<file path="config.mk">
export PLATFORM = sky130hd
export DESIGN_NAME = axis_upsize_md_flat
export DESIGN_NICKNAME = d
export VERILOG_FILES = /design/src/rtl/axis_upsize_md_if.sv /design/src/rtl/axis_upsize_md.sv /design/src/flat_wrapper.sv
export SDC_FILE = /design/constraint.sdc
export NUM_CORES = 1
export LEC_CHECK = 0
export ABC_AREA = 1
export BUFFER_PORTS_ARGS = -buffer_cell sky130_fd_sc_hd__buf_2
export CAP_MARGIN = 40
export CELL_PAD_IN_SITES_DETAIL_PLACEMENT = 0
export CELL_PAD_IN_SITES_GLOBAL_PLACEMENT = 2
export CORE_MARGIN = 1.5
export CORE_UTILIZATION = 33
export CTS_BUF_LIST = sky130_fd_sc_hd__clkbuf_8
export DETAILED_ROUTE_END_ITERATION = 8
export PLACE_DENSITY_LB_ADDON = 0.3
export SYNTH_ARGS = -nofsm -noshare
export SYNTH_HDL_FRONTEND = slang
export SYNTH_SLANG_ARGS = --single-unit
</file>
<file path="constraint.sdc">
create_clock -name clock -period 1.9 [get_ports clock]
set_clock_uncertainty 0.05 [all_clocks]
set_input_delay 0.38 -clock clock [delete_from_list [all_inputs] [get_ports clock]]
set_output_delay 0.38 -clock clock [all_outputs]
set_load 0.01 [all_outputs]
</file>
<file path="src/rtl/axis_upsize_md_if.sv">
// AXI-stream interface shared by the narrow and wide sides of axis_upsize_md.
// Both sides run on the block clock through aclk.
interface axi_stream_inf #(
  parameter int DSIZE = 8
) (
  input logic aclk
);
  localparam int KSIZE = (DSIZE + 7) / 8;

  logic [DSIZE-1:0] tdata;
  logic             tvalid;
  logic             tready;
  logic             tlast;
  logic [KSIZE-1:0] tkeep;
  logic             tuser;

  modport master (
    input  aclk,
    input  tready,
    output tdata, tvalid, tlast, tkeep, tuser
  );

  modport slaver (
    input  aclk,
    input  tdata, tvalid, tlast, tkeep, tuser,
    output tready
  );
endinterface

</file>
<file path="src/rtl/axis_upsize_md.sv">
// axis_upsize_md: packs RATIO narrow beats into one wide AXI-stream beat.
// tlast flushes a partial word with the unwritten lanes zeroed.
// Optional feature macro: AXIS_UPSIZE_PKT_CNT_EN (16-bit packet counter on
// pkt_cnt; when undefined pkt_cnt is tied to zero).

// One lane of the accumulator. POS is the lane's position in arrival order,
// so MSB_FIRST only changes which physical lane each instance sits on.
module axis_upsize_md_lane #(
  parameter int W   = 8,
  parameter int IW  = 2,
  parameter int POS = 0
) (
  input  logic [IW-1:0] idx_i,
  input  logic          wr_i,
  input  logic [W-1:0]  din_i,
  input  logic [W-1:0]  acc_i,
  output logic [W-1:0]  acc_nxt_o,
  output logic [W-1:0]  word_o
);
  logic hit;
  logic above;

  assign hit   = (idx_i == IW'(POS));
  // Lanes later than the one being written are padding in a flushed word.
  assign above = (idx_i < IW'(POS));

  // Merge the incoming beat into this lane when it is the write target.
  always_comb begin
    acc_nxt_o = acc_i;
    if (wr_i && hit) acc_nxt_o = din_i;
  end

  assign word_o = above ? '0 : acc_nxt_o;
endmodule

module axis_upsize_md #(
  parameter int IDSIZE    = 8,
  parameter int RATIO     = 4,
  parameter bit MSB_FIRST = 1'b0,
  parameter int ODSIZE    = IDSIZE * RATIO,
  parameter int LW        = $clog2(RATIO + 1)
) (
  input  logic              clock,
  input  logic              rst_n,
  axi_stream_inf.slaver     in_inf,
  axi_stream_inf.master     out_inf,
  output logic [LW-1:0]     olanes,
  output logic [ODSIZE-1:0] odata,
  output logic [15:0]       pkt_cnt
);
  localparam int IW = (RATIO > 1) ? $clog2(RATIO) : 1;

  logic [IW-1:0]                 idx_q, idx_d;
  logic [RATIO-1:0][IDSIZE-1:0]  acc_q, acc_d, word_d;
  logic [ODSIZE-1:0]             tdata_q, odata_q;
  logic                          tlast_q, vld_q, vld_d;
  logic [LW-1:0]                 olanes_q;

  logic in_rdy, accept, last_lane, complete, out_hs;

  // The input only stalls when a finished word is still waiting downstream.
  assign in_rdy    = !vld_q || out_inf.tready;
  assign accept    = in_inf.tvalid && in_rdy;
  assign last_lane = (idx_q == IW'(RATIO - 1));
  assign complete  = accept && (last_lane || in_inf.tlast);
  assign out_hs    = vld_q && out_inf.tready;

  // Per-lane merge and padding; physical lane j holds arrival position POS.
  for (genvar j = 0; j < RATIO; j++) begin : g_lane
    localparam int POS = MSB_FIRST ? (RATIO - 1 - j) : j;
    axis_upsize_md_lane #(
      .W   (IDSIZE),
      .IW  (IW),
      .POS (POS)
    ) u_lane (
      .idx_i     (idx_q),
      .wr_i      (accept),
      .din_i     (in_inf.tdata),
      .acc_i     (acc_q[j]),
      .acc_nxt_o (acc_d[j]),
      .word_o    (word_d[j])
    );
  end

  // Lane index and output-valid next state.
  always_comb begin
    idx_d = idx_q;
    vld_d = vld_q;
    if (complete)    idx_d = '0;
    else if (accept) idx_d = idx_q + IW'(1);
    if (complete)    vld_d = 1'b1;
    else if (out_hs) vld_d = 1'b0;
  end

  // Accumulator, output register and departing-word copy.
  always_ff @(posedge clock or negedge rst_n) begin
    if (!rst_n) begin
      idx_q    <= '0;
      acc_q    <= '0;
      vld_q    <= 1'b0;
      tdata_q  <= '0;
      tlast_q  <= 1'b0;
      olanes_q <= '0;
      odata_q  <= '0;
    end else begin
      idx_q <= idx_d;
      vld_q <= vld_d;
      if (complete) begin
        acc_q    <= '0;
        tdata_q  <= word_d;
        tlast_q  <= in_inf.tlast;
        olanes_q <= LW'(idx_q) + LW'(1);
      end else if (accept) begin
        acc_q <= acc_d;
      end
      if (out_hs) odata_q <= tdata_q;
    end
  end

`ifdef AXIS_UPSIZE_PKT_CNT_EN
  logic [15:0] pkt_cnt_q;

  // Count packets as their last wide beat leaves; wraps naturally at 16 bits.
  always_ff @(posedge clock or negedge rst_n) begin
    if (!rst_n)                 pkt_cnt_q <= '0;
    else if (out_hs && tlast_q) pkt_cnt_q <= pkt_cnt_q + 16'd1;
  end

  assign pkt_cnt = pkt_cnt_q;
`else
  assign pkt_cnt = 16'h0000;
`endif

  assign in_inf.tready  = in_rdy;
  assign out_inf.tdata  = tdata_q;
  assign out_inf.tvalid = vld_q;
  assign out_inf.tlast  = tlast_q;
  assign out_inf.tkeep  = '1;
  assign out_inf.tuser  = 1'b0;
  assign olanes         = olanes_q;
  assign odata          = odata_q;
endmodule

</file>
<file path="src/flat_wrapper.sv">
// flat-port wrapper written by rule: the top's interface ports become plain ports
module axis_upsize_md_flat 
#(
  parameter int IDSIZE    = 8,
  parameter int RATIO     = 4,
  parameter bit MSB_FIRST = 1'b0,
  parameter int ODSIZE    = IDSIZE * RATIO,
  parameter int LW        = $clog2(RATIO + 1)
)
  (clock, rst_n, olanes, odata, pkt_cnt, aclk, in_inf_tdata, in_inf_tvalid, in_inf_tlast, in_inf_tkeep, in_inf_tuser, in_inf_tready, out_inf_tready, out_inf_tdata, out_inf_tvalid, out_inf_tlast, out_inf_tkeep, out_inf_tuser);
  axi_stream_inf #(.DSIZE(8)) in_inf_i (.aclk(aclk));
  axi_stream_inf #(.DSIZE(32)) out_inf_i (.aclk(aclk));
  input  logic clock;
  input  logic rst_n;
  output logic [LW-1:0] olanes;
  output logic [ODSIZE-1:0] odata;
  output logic [15:0] pkt_cnt;
  input wire logic aclk;
  input wire logic [$bits(in_inf_i.tdata)-1:0] in_inf_tdata;
  input wire logic [$bits(in_inf_i.tvalid)-1:0] in_inf_tvalid;
  input wire logic [$bits(in_inf_i.tlast)-1:0] in_inf_tlast;
  input wire logic [$bits(in_inf_i.tkeep)-1:0] in_inf_tkeep;
  input wire logic [$bits(in_inf_i.tuser)-1:0] in_inf_tuser;
  output wire logic [$bits(in_inf_i.tready)-1:0] in_inf_tready;
  input wire logic [$bits(out_inf_i.tready)-1:0] out_inf_tready;
  output wire logic [$bits(out_inf_i.tdata)-1:0] out_inf_tdata;
  output wire logic [$bits(out_inf_i.tvalid)-1:0] out_inf_tvalid;
  output wire logic [$bits(out_inf_i.tlast)-1:0] out_inf_tlast;
  output wire logic [$bits(out_inf_i.tkeep)-1:0] out_inf_tkeep;
  output wire logic [$bits(out_inf_i.tuser)-1:0] out_inf_tuser;
  assign in_inf_i.tdata = in_inf_tdata;
  assign in_inf_i.tvalid = in_inf_tvalid;
  assign in_inf_i.tlast = in_inf_tlast;
  assign in_inf_i.tkeep = in_inf_tkeep;
  assign in_inf_i.tuser = in_inf_tuser;
  assign in_inf_tready = in_inf_i.tready;
  assign out_inf_i.tready = out_inf_tready;
  assign out_inf_tdata = out_inf_i.tdata;
  assign out_inf_tvalid = out_inf_i.tvalid;
  assign out_inf_tlast = out_inf_i.tlast;
  assign out_inf_tkeep = out_inf_i.tkeep;
  assign out_inf_tuser = out_inf_i.tuser;
  axis_upsize_md #(.IDSIZE(IDSIZE), .RATIO(RATIO), .MSB_FIRST(MSB_FIRST), .ODSIZE(ODSIZE), .LW(LW)) u_core (.clock(clock), .rst_n(rst_n), .in_inf(in_inf_i), .out_inf(out_inf_i), .olanes(olanes), .odata(odata), .pkt_cnt(pkt_cnt));
endmodule
</file>
# Word-level counts from Yosys, hierarchy flattened
# Index checks and enable logic that the tools add are counted.
dict set report totals {
  output_inout_bits 91
  inputBits 16
  regBits 103
  wordCells 46
}
dict set report op_classes {
  muxes 14
  order_cmp 4
  reduce_logical 13
  n_eq_ne 3
  n_addsub 2
}
# op n
set ops {}
lappend ops {{2-to-1 mux 32 bit} 2}
lappend ops {{2-to-1 mux 8 bit} 8}
lappend ops {{logical AND 1 bit} 7}
lappend ops {{== test 2 bit, second input constant} 2}
lappend ops {{< comparator 2 x 1 -> 1 bit, second input constant} 2}
lappend ops {{< comparator 2 bit, second input constant} 2}
lappend ops {{2-to-1 mux 2 bit} 2}
lappend ops {{nonzero test 2 bit} 2}
lappend ops {{adder 2 x 1 -> 3 bit, second input constant} 1}
lappend ops {{adder 2 x 1 -> 2 bit, second input constant} 1}
lappend ops {{== test 2 x 1 -> 1 bit, second input constant} 1}
lappend ops {{zero test 2 bit} 1}
lappend ops {{logical OR 1 bit} 2}
lappend ops {{2-to-1 mux 1 bit} 2}
lappend ops {{zero test 1 bit} 1}

# Depth between registers and ports, before layout
# Gate-level depths: netlist of the first run.
dict set report depth {
  depth_word 7
  depth_mapped 8
  depth_no_buf 7
}

# By module
# A second synthesis of the first run with hierarchy kept.
dict set report hier_totals {
  hier_cells 701
  hier_area_um2 5346.4
}
# module cells_per_inst seq_area_each_um2 instances area_per_inst_um2
set modules_own_cells {}
lappend modules_own_cells {axis_upsize_md 483 2577.5 1 4388.0}
lappend modules_own_cells {{axis_upsize_md_lane (u_core.g_lane[1].u_lane ...)} 61 0.0 2 242.7}
lappend modules_own_cells {{axis_upsize_md_lane (u_core.g_lane[3].u_lane)} 61 0.0 1 285.3}
lappend modules_own_cells {{axis_upsize_md_lane (u_core.g_lane[0].u_lane)} 35 0.0 1 187.7}

# Least setup slack after synthesis of the first run
# Ideal clock, no wire load.
dict set report synth_path {
  kind {register -> register}
  start {register u_core.idx_q[1]}
  end {register u_core.tdata_q[10], in the netlist u_core.out_inf.tdata[10]}
  slack_ns 0.427
  arrival_time_ns 1.306
  setup_time_ns 0.117
  path_stages_with_launch 9
  synth_period_minus_slack_ns 1.473
  required_time_ns 1.733
  path_buffers 1
  path_cell_list {dfrtp_1 inv_1 ha_1 clkbuf_1 nand3_2 nand2_1 nand2_1 nand2_1 nand2_1}
}
dict set report synth_via {
  elab_chain_len 4
  elab_cells_between_ends 8
  cone_classes {order compare: 1; eq/ne: 2; mux: 2; reduce/logical: 3}
}
# element line
set synth_lines {}
lappend synth_lines {{start, declared} axis_upsize_md.sv:53} ;# logic [IW-1:0] idx_q, idx_d;
lappend synth_lines {{start signal, assigned} axis_upsize_md.sv:106} ;# idx_q <= idx_d;
lappend synth_lines {{== test 2 x 1 -> 1 bit} axis_upsize_md.sv:23} ;# assign hit = (idx_i == IW'(POS));
lappend synth_lines {{logical AND 1 bit} axis_upsize_md.sv:30} ;# if (wr_i && hit) acc_nxt_o = din_i;
lappend synth_lines {{2-to-1 mux 8 bit} axis_upsize_md.sv:30}
lappend synth_lines {{2-to-1 mux 8 bit} axis_upsize_md.sv:33} ;# assign word_o = above ? '0 : acc_nxt_o;
lappend synth_lines {{end signal, assigned} axis_upsize_md.sv:110} ;# tdata_q <= word_d;
lappend synth_lines {{end, declared} axis_upsize_md.sv:55} ;# logic [ODSIZE-1:0] tdata_q, odata_q;
# Several ways; a longest one is shown, not always the timed one.
# A chain may end at the register's enable or synchronous reset.

# Worst setup path in the final report of the first run
dict set report layout_path {
  start {register u_core.idx_q[0]}
  end {register u_core.tdata_q[19], in the netlist u_core.out_inf.tdata[19]}
}
dict set report layout_via {
  elab_cells_between_ends 8
  cone_classes {order compare: 1; eq/ne: 2; mux: 2; reduce/logical: 3}
}
# element line
set layout_lines {}
lappend layout_lines {{== test 2 bit} n/a}
lappend layout_lines {{via u_core.g_lane[3].u_lane.hit} axis_upsize_md.sv:20} ;# logic hit;
lappend layout_lines {{logical OR 1 bit} axis_upsize_md.sv:65} ;# assign complete = accept && (last_lane || in_inf.tlast);
lappend layout_lines {{logical AND 1 bit} axis_upsize_md.sv:65}
# The timed path passes the listed nets, and every way through them passes these cells.

==> results of run 1 <==
## Yosys cell counts (all sizes together)
cell type	n	share of area (%)
buf	41	7.1
nand3	20	2.9
nand2	133	12
o21ai	18	2.2
clkbuf	3	0.27
mux2	24	6.5
conb	2	0.18
a21boi	1	0.27
nand4	24	3.6
nor2	12	1.4
a21oi	16	1.9
o22ai	2	0.30
ha	4	1.2
inv	29	2.6
dfrtp	95	57
## power groups by stage
stage | clock network, mW | registers (mW) | logic [mW]
floorplan | 0 | 2.85 | 0.768
global placement | 0 | 2.71 | 1.44
detailed placement | 0 | 2.73 | 1.45
CTS | 1.57 | 2.69 | 1.46
global route | 1.64 | 2.74 | 1.62
finish | 1.51 | 2.68 | 1.43
## registers in the layout (all words and copies together) (netlist names)
name	flops
u_core.out_inf.tdata	32
u_core.odata	32
u_core.olanes	3
u_core.idx_q	2
u_core.out_inf.tlast	1
u_core.acc_q	24
u_core.out_inf.tvalid	1
## kinds of logic (layout without fill, tap and decap cells)
kind of cell | after synthesis | count (layout) | synth area share [%]
and+or+nand+nor | 189 | 189 | 20.1
DFF | 95 | 95 | 57.3
buffers and inverters | 73 | 142 | 10.0
AOI/OAI and AO/OA | 37 | 37 | 4.68
muxes | 24 | 24 | 6.52
adders and majority gates | 4 | 4 | 1.21
other | 2 | 21 | 0.181
## worst max-delay path: stages (launching register included)
cell     delay, ps
dfrtp_1        460
ha_1           250
nor2_4          70
inv_2           50
nand3_2        220
nor2_2         400
nand2_1        110
nand2_1         70
## timing repair
action | 4_1_cts | 5_1_grt
setup endpoints to repair | 0 | 7
hold endpoints to repair | 31 | 0
gates resized for setup | 0 | 0
hold buffers | 1 | 0
## through the flow
| step | power (mW) | cells | hold slack, ps |
|---|---|---|---|
| finish | 5.62 | 680 | 213 |
| global placement | 4.15 | 663 | 327 |
| floorplan | 3.62 | 443 | 34.4 |
| CTS | 5.72 | 680 | 191 |
| global route | 6.01 | 680 | 213 |
| detailed placement | 4.18 | 663 | 335 |
## final timing paths
check                      depth (start not counted)  slack (ps)                                    to
setup / recovery                                   7         180  u_core.out_inf.tdata[19]$_DFFE_PN0P_
hold / removal                                     3         210      u_core.out_inf.tlast$_DFFE_PN0P_
setup reg to reg                                   7         180  u_core.out_inf.tdata[19]$_DFFE_PN0P_
hold reg to reg                                    2         440          u_core.odata[25]$_DFFE_PN0P_
max in group asynchronous                          3         830          u_core.acc_q[15]$_DFFE_PN0P_
min in group asynchronous                          2         450          u_core.odata[22]$_DFFE_PN0P_
## layer usage
layer | routed length [um] | track usage (%)
met1 | 4560 | 20.8
met5 | 0 | 0
met2 | 4280 | 23.0
met4 | 177 | 6.83
met3 | 352 | 3.27
## cell type report
class | instances | share of cell area, %
clock buffers | 10 | 2.80
clock inverters | 6 | 1.70
repair buffers | 97 | 11.7
flip-flops and latches | 95 | 48.3
multi-input cells | 275 | 29.0
inverters | 29 | 2.21
well taps | 168 | 4.27
==> metrics.csv, run 1 <==
metric;value;unit
status;complete, no violations;
grt_overflow;0;
antenna_found_initial;0;
cts_setup_buffers;0;
ff_latch_area;2380;um^2
synthToLayoutAreaGrowth;18.6;%
portBuffers;82;
die_w;115;um
netlist-cell-type-count;23;
design_area;4920;um^2
p_int;3.83;mW
seq_power_share;47.7;%
clock_latency;380;ps
synthCells;424;
layout_common_cells;nand2_1 (132), dfrtp_1 (95), buf_2 (81);
finalHoldViolCount;0;
criticalPathCategory;reg -> reg;
die-area;13300;um^2
power_frac_comb;25.5;%
dpl.hpwl;6.48;mm
utilization;40.6;%
hp-class;in -> reg;
final_common_cell;nand2_1;
fin_setup_tns;0;ps
layout-drive-gt1-share;28.9;%
min_period_over_period;90.7;%
crit_path_end_kind;flip-flop;
drc;0;
critPathRequiredTime;2180;ps
crit_start;u_core.idx_q[0]$_DFFE_PN0P_;
dp_slack;199;ps
ir_worst_vdd;0.479;mV
cts_num_sinks;95;
grt_pass1_vias;2869;
viasPerCell;4.46;
wire_per_inst;13.8;um
crit_fanout;11;
firstDrtPassIters;4;
ys_seq_elements;95;
io_pins;107;
layout.nets;527;
htree_levels;3;
arrival;2000;ps
cts_tree;built;
fmax;0.581;GHz
ant_nets;0;
fillers;1302;
swShare;31.8;%
crit_path_start_kind;flip-flop;
initial_core_util;34.2;%
multi_input_area;1430;um^2
syn_area;4150;um^2
reg2reg_from;u_core.idx_q[0]$_DFFE_PN0P_;
place_area;4690;um^2
p_switching;1.79;mW
rsz0062_at_grt;true;
finalSetupViolCount;0;
coreArea;12100;um^2
drt-total-wl;9.37;mm
numCtsBuffers;9;
cts_root_buf;clkbuf_8;
drt-initial-drc-count;117;
hold_path.startpoint;in_inf_tlast;
antenna_cells;0;
worst_slack;178;ps
grt_use_total;15.1;%
powerDensity;1140;nW/um^2
place_congestion;0.772;
avgSynthCellArea;9.78;um^2
leakagePower;2.76;nW
ys_warn_count;0;
grt_pass1_wl;15.1;mm
period_needed;1720;ps
yosysSeqAreaShare;57.3;%
drv_slew;0;
pwr-share-clk;26.8;%
grt_max_degree;41;
clk_path_buf_depth;2;
dieHeight;115;um
rows;40;
vias;3035;
path_clk_slew;100;ps
cap_violations;0;
(Power assumes the default switching activity.)
==> run 2: changes to the inputs <==
--- a/config.mk
+++ b/config.mk
@@ -5,13 +5,12 @@
 export SDC_FILE = /design/constraint.sdc
 export NUM_CORES = 1
 export LEC_CHECK = 0
-export ABC_AREA = 1
 export BUFFER_PORTS_ARGS = -buffer_cell sky130_fd_sc_hd__buf_2
 export CAP_MARGIN = 40
 export CELL_PAD_IN_SITES_DETAIL_PLACEMENT = 0
 export CELL_PAD_IN_SITES_GLOBAL_PLACEMENT = 2
 export CORE_MARGIN = 1.5
-export CORE_UTILIZATION = 33
+export CORE_UTILIZATION = 35
 export CTS_BUF_LIST = sky130_fd_sc_hd__clkbuf_8
 export DETAILED_ROUTE_END_ITERATION = 8
 export PLACE_DENSITY_LB_ADDON = 0.3
==> run 2 against run 1 <==
Compared with the run above: synthesized area is 3.9% lower; critical path depth is 2 lower; sequential power is 7% higher; critical endpoint is now u_core.acc_q[4]$_DFFE_PN0P_; highest routed layer unchanged.
==> metrics.csv, run 2 <==
metric;value;unit;change
cts_setup_buffers;0;;unchanged
coreArea;11000;um^2;-9.3%
cts_tree;built;;
wire_per_inst;15.8;um;+15%
synth-edff-count;0;;unchanged
wl_met1;4.05;mm;-11%
critPathRequiredTime;2160;ps;-20 ps
drt-total-wl;8.52;mm;-9.1%
die_w;110;um;-4.7%
min_period_over_period;90.7;%;about the same
numCtsBuffers;9;;unchanged
io_pins;107;;unchanged
antenna_cells;0;;unchanged
rows;38;;-5.0%
rsz0062_at_grt;false;;
finalHoldViolCount;0;;unchanged
leakagePower;2.48;nW;-10%
layout.nets;413;;-22%
r2r_setup_slack;180;ps;about the same
highest_layer;met4;;
powerDensity;1260;nW/um^2;+10%
place_congestion;0.716;;-7.2%
htree_levels;3;;unchanged
arrival;1990;ps;about the same
worstHoldPathCells;3;;unchanged
layout_common_cells;dfrtp_1 (95), buf_2 (81), mux2_2 (33);;
portBuffers;82;;unchanged
stdcell_count;538;;-21%
status;complete, no violations;;
criticalPathCategory;reg -> reg;;
path_clk_slew;90;ps;about the same
dpl.hpwl;5.81;mm;-10%
fmax;0.580;GHz;about the same
period_needed;1720;ps;+1.47 ps
crit_fanout;8;;-3
grt_use_total;15.4;%;+0.28 points
yosysMostFrequentCell;dfrtp_1;;
ys_seq_elements;95;;unchanged
drv_slew;0;;unchanged
cts_num_sinks;95;;unchanged
synth_flop_cell;dfrtp_1;;
layout-drive-gt1-share;37.2;%;+8.3 points
ff2ff_path_depth;5;;-2
cts_root_buf;clkbuf_8;;
grt_overflow;0;;unchanged
dieHeight;110;um;-4.7%
crit_path_end_kind;flip-flop;;
cap_violations;0;;unchanged
die-area;12000;um^2;-9.2%
dp.cells;521;;-21%
drc;0;;unchanged
avgSynthCellArea;13.0;um^2;+33%
synth_common_cells;dfrtp_1 (95), mux2_2 (33), a22o_1 (32);;
firstDrtPassIters;4;;unchanged
viasPerCell;4.73;;+6.1%
yosysSeqAreaShare;59.7;%;+2.3 points
synthCells;307;;-28%
netlist-cell-type-count;24;;+4.3%
dr_wl_met3;446;um;+27%
hp-class;in -> reg;;
crit_path_start_kind;flip-flop;;
grt_max_degree;40;;-2.4%
final_common_cell;dfrtp_1;;
ant_nets;0;;unchanged
r2r_end;u_core.acc_q[4]$_DFFE_PN0P_;;
antenna_found_initial;0;;unchanged
crit_start;u_core.idx_q[0]$_DFFE_PN0P_;;
drt-initial-drc-count;143;;+22%
wl_met2;3.92;mm;-8.5%
synthToLayoutAreaGrowth;18.4;%;
syn_area;3990;um^2;-3.9%
place_area;4490;um^2;-4.2%
fin_setup_tns;0;ps;unchanged
hold_path.startpoint;in_inf_tlast;;
synth_top_cell_area_share;59.7;%;+2.3 points
grt_pass1_wl;13.6;mm;-9.8%
clock_latency;370;ps;about the same
finalSetupViolCount;0;;unchanged
reg2reg_from;u_core.idx_q[0]$_DFFE_PN0P_;;
ir_worst_vdd;0.648;mV;+35%
synth_top_area_cell;dfrtp_1;;
initial_core_util;36.3;%;+2.0 points
vias;2547;;-16%
ys_warn_count;0;;unchanged
grt_pass1_vias;2536;;-12%
postSynth.asyncResetShare;100;%;unchanged
design_area;4720;um^2;-4.1%
synthTopCellsByArea;dfrtp_1 (60%), mux2_2 (9.3%), a22o_1 (7.0%);;
clk_path_buf_depth;2;;unchanged
hold_end;u_core.out_inf.tlast$_DFFE_PN0P_;;
[run 2: power by group]
part           leakage (nW)  internal, mW  total, mW  switching (mW)
logic                  1.10         0.804       1.64           0.839
registers              1.27          2.54       2.86           0.313
clock network         0.104         0.731       1.44           0.705
[run 2: per-stage QoR]
stage / utilization, % / setup slack (ps) / hold WS, ps / power (mW)
global placement: 40.9 / 170 / 323 / 4.53
finish: 43.0 / 176 / 277 / 5.94
global route: 43.0 / 17.8 / 294 / 6.35
floorplan: - / 205 / 34.4 / 3.90
detailed placement: 40.9 / 129 / 328 / 4.57
CTS: 43.0 / 81.6 / 269 / 6.02
[run 2: worst max path at each step]
stage / end / slack, ps / depth (start not counted)
3_5_place_dp: u_core.acc_q[6]$_DFFE_PN0P_ / 130 / 5
2_1_floorplan: u_core.acc_q[0]$_DFFE_PN0P_ / 200 / 5
4_1_cts: u_core.acc_q[4]$_DFFE_PN0P_ / 80 / 5
6_report: u_core.acc_q[4]$_DFFE_PN0P_ / 180 / 5
5_1_grt: u_core.out_inf.tdata[10]$_DFFE_PN0P_ / 20 / 5
3_3_place_gp: u_core.acc_q[5]$_DFFE_PN0P_ / 170 / 5
[run 2: repair_timing]
action | in CTS | in global routing
endpoints found under the setup margin | 0 | 8
hold endpoints to repair | 34 | 0
resized for setup | 0 | 1
hold buffers | 1 | 0
[run 2: logic make-up after synthesis]
family	after synthesis	synth area share (%)
flops	95	59.7
compound gates	64	11.1
mux	57	15.4
simple gates	43	5.37
buf+inv	42	7.06
fa+ha+maj	4	1.26
other cells	2	0.188
[run 2: routing by layer]
layer | vias up | track usage (%)
met5 | - | 0
met4 | 0 | 5.57
met3 | 9 | 4.15
met2 | 70 | 23.3
met1 | 1258 | 21.2
li1 | 1210 | -
[run 2: worst max-delay path, stage by stage (launching register included)]
cell     delay [ps]
dfrtp_1         440
ha_1            250
or2_4           280
nand3_2         150
and3_2          310
a22o_1          180
[run 2: final cells by class]
class / count / area (um^2)
Clock inverter: 7 / 90.1
Multi-Input combinational cell: 189 / 1400
Clock buffer: 9 / 124
Sequential cell: 95 / 2380
Timing Repair Buffer: 95 / 538
Inverter: 3 / 11.3
Tap cell: 140 / 175
Fill cell: 1059 / 6260
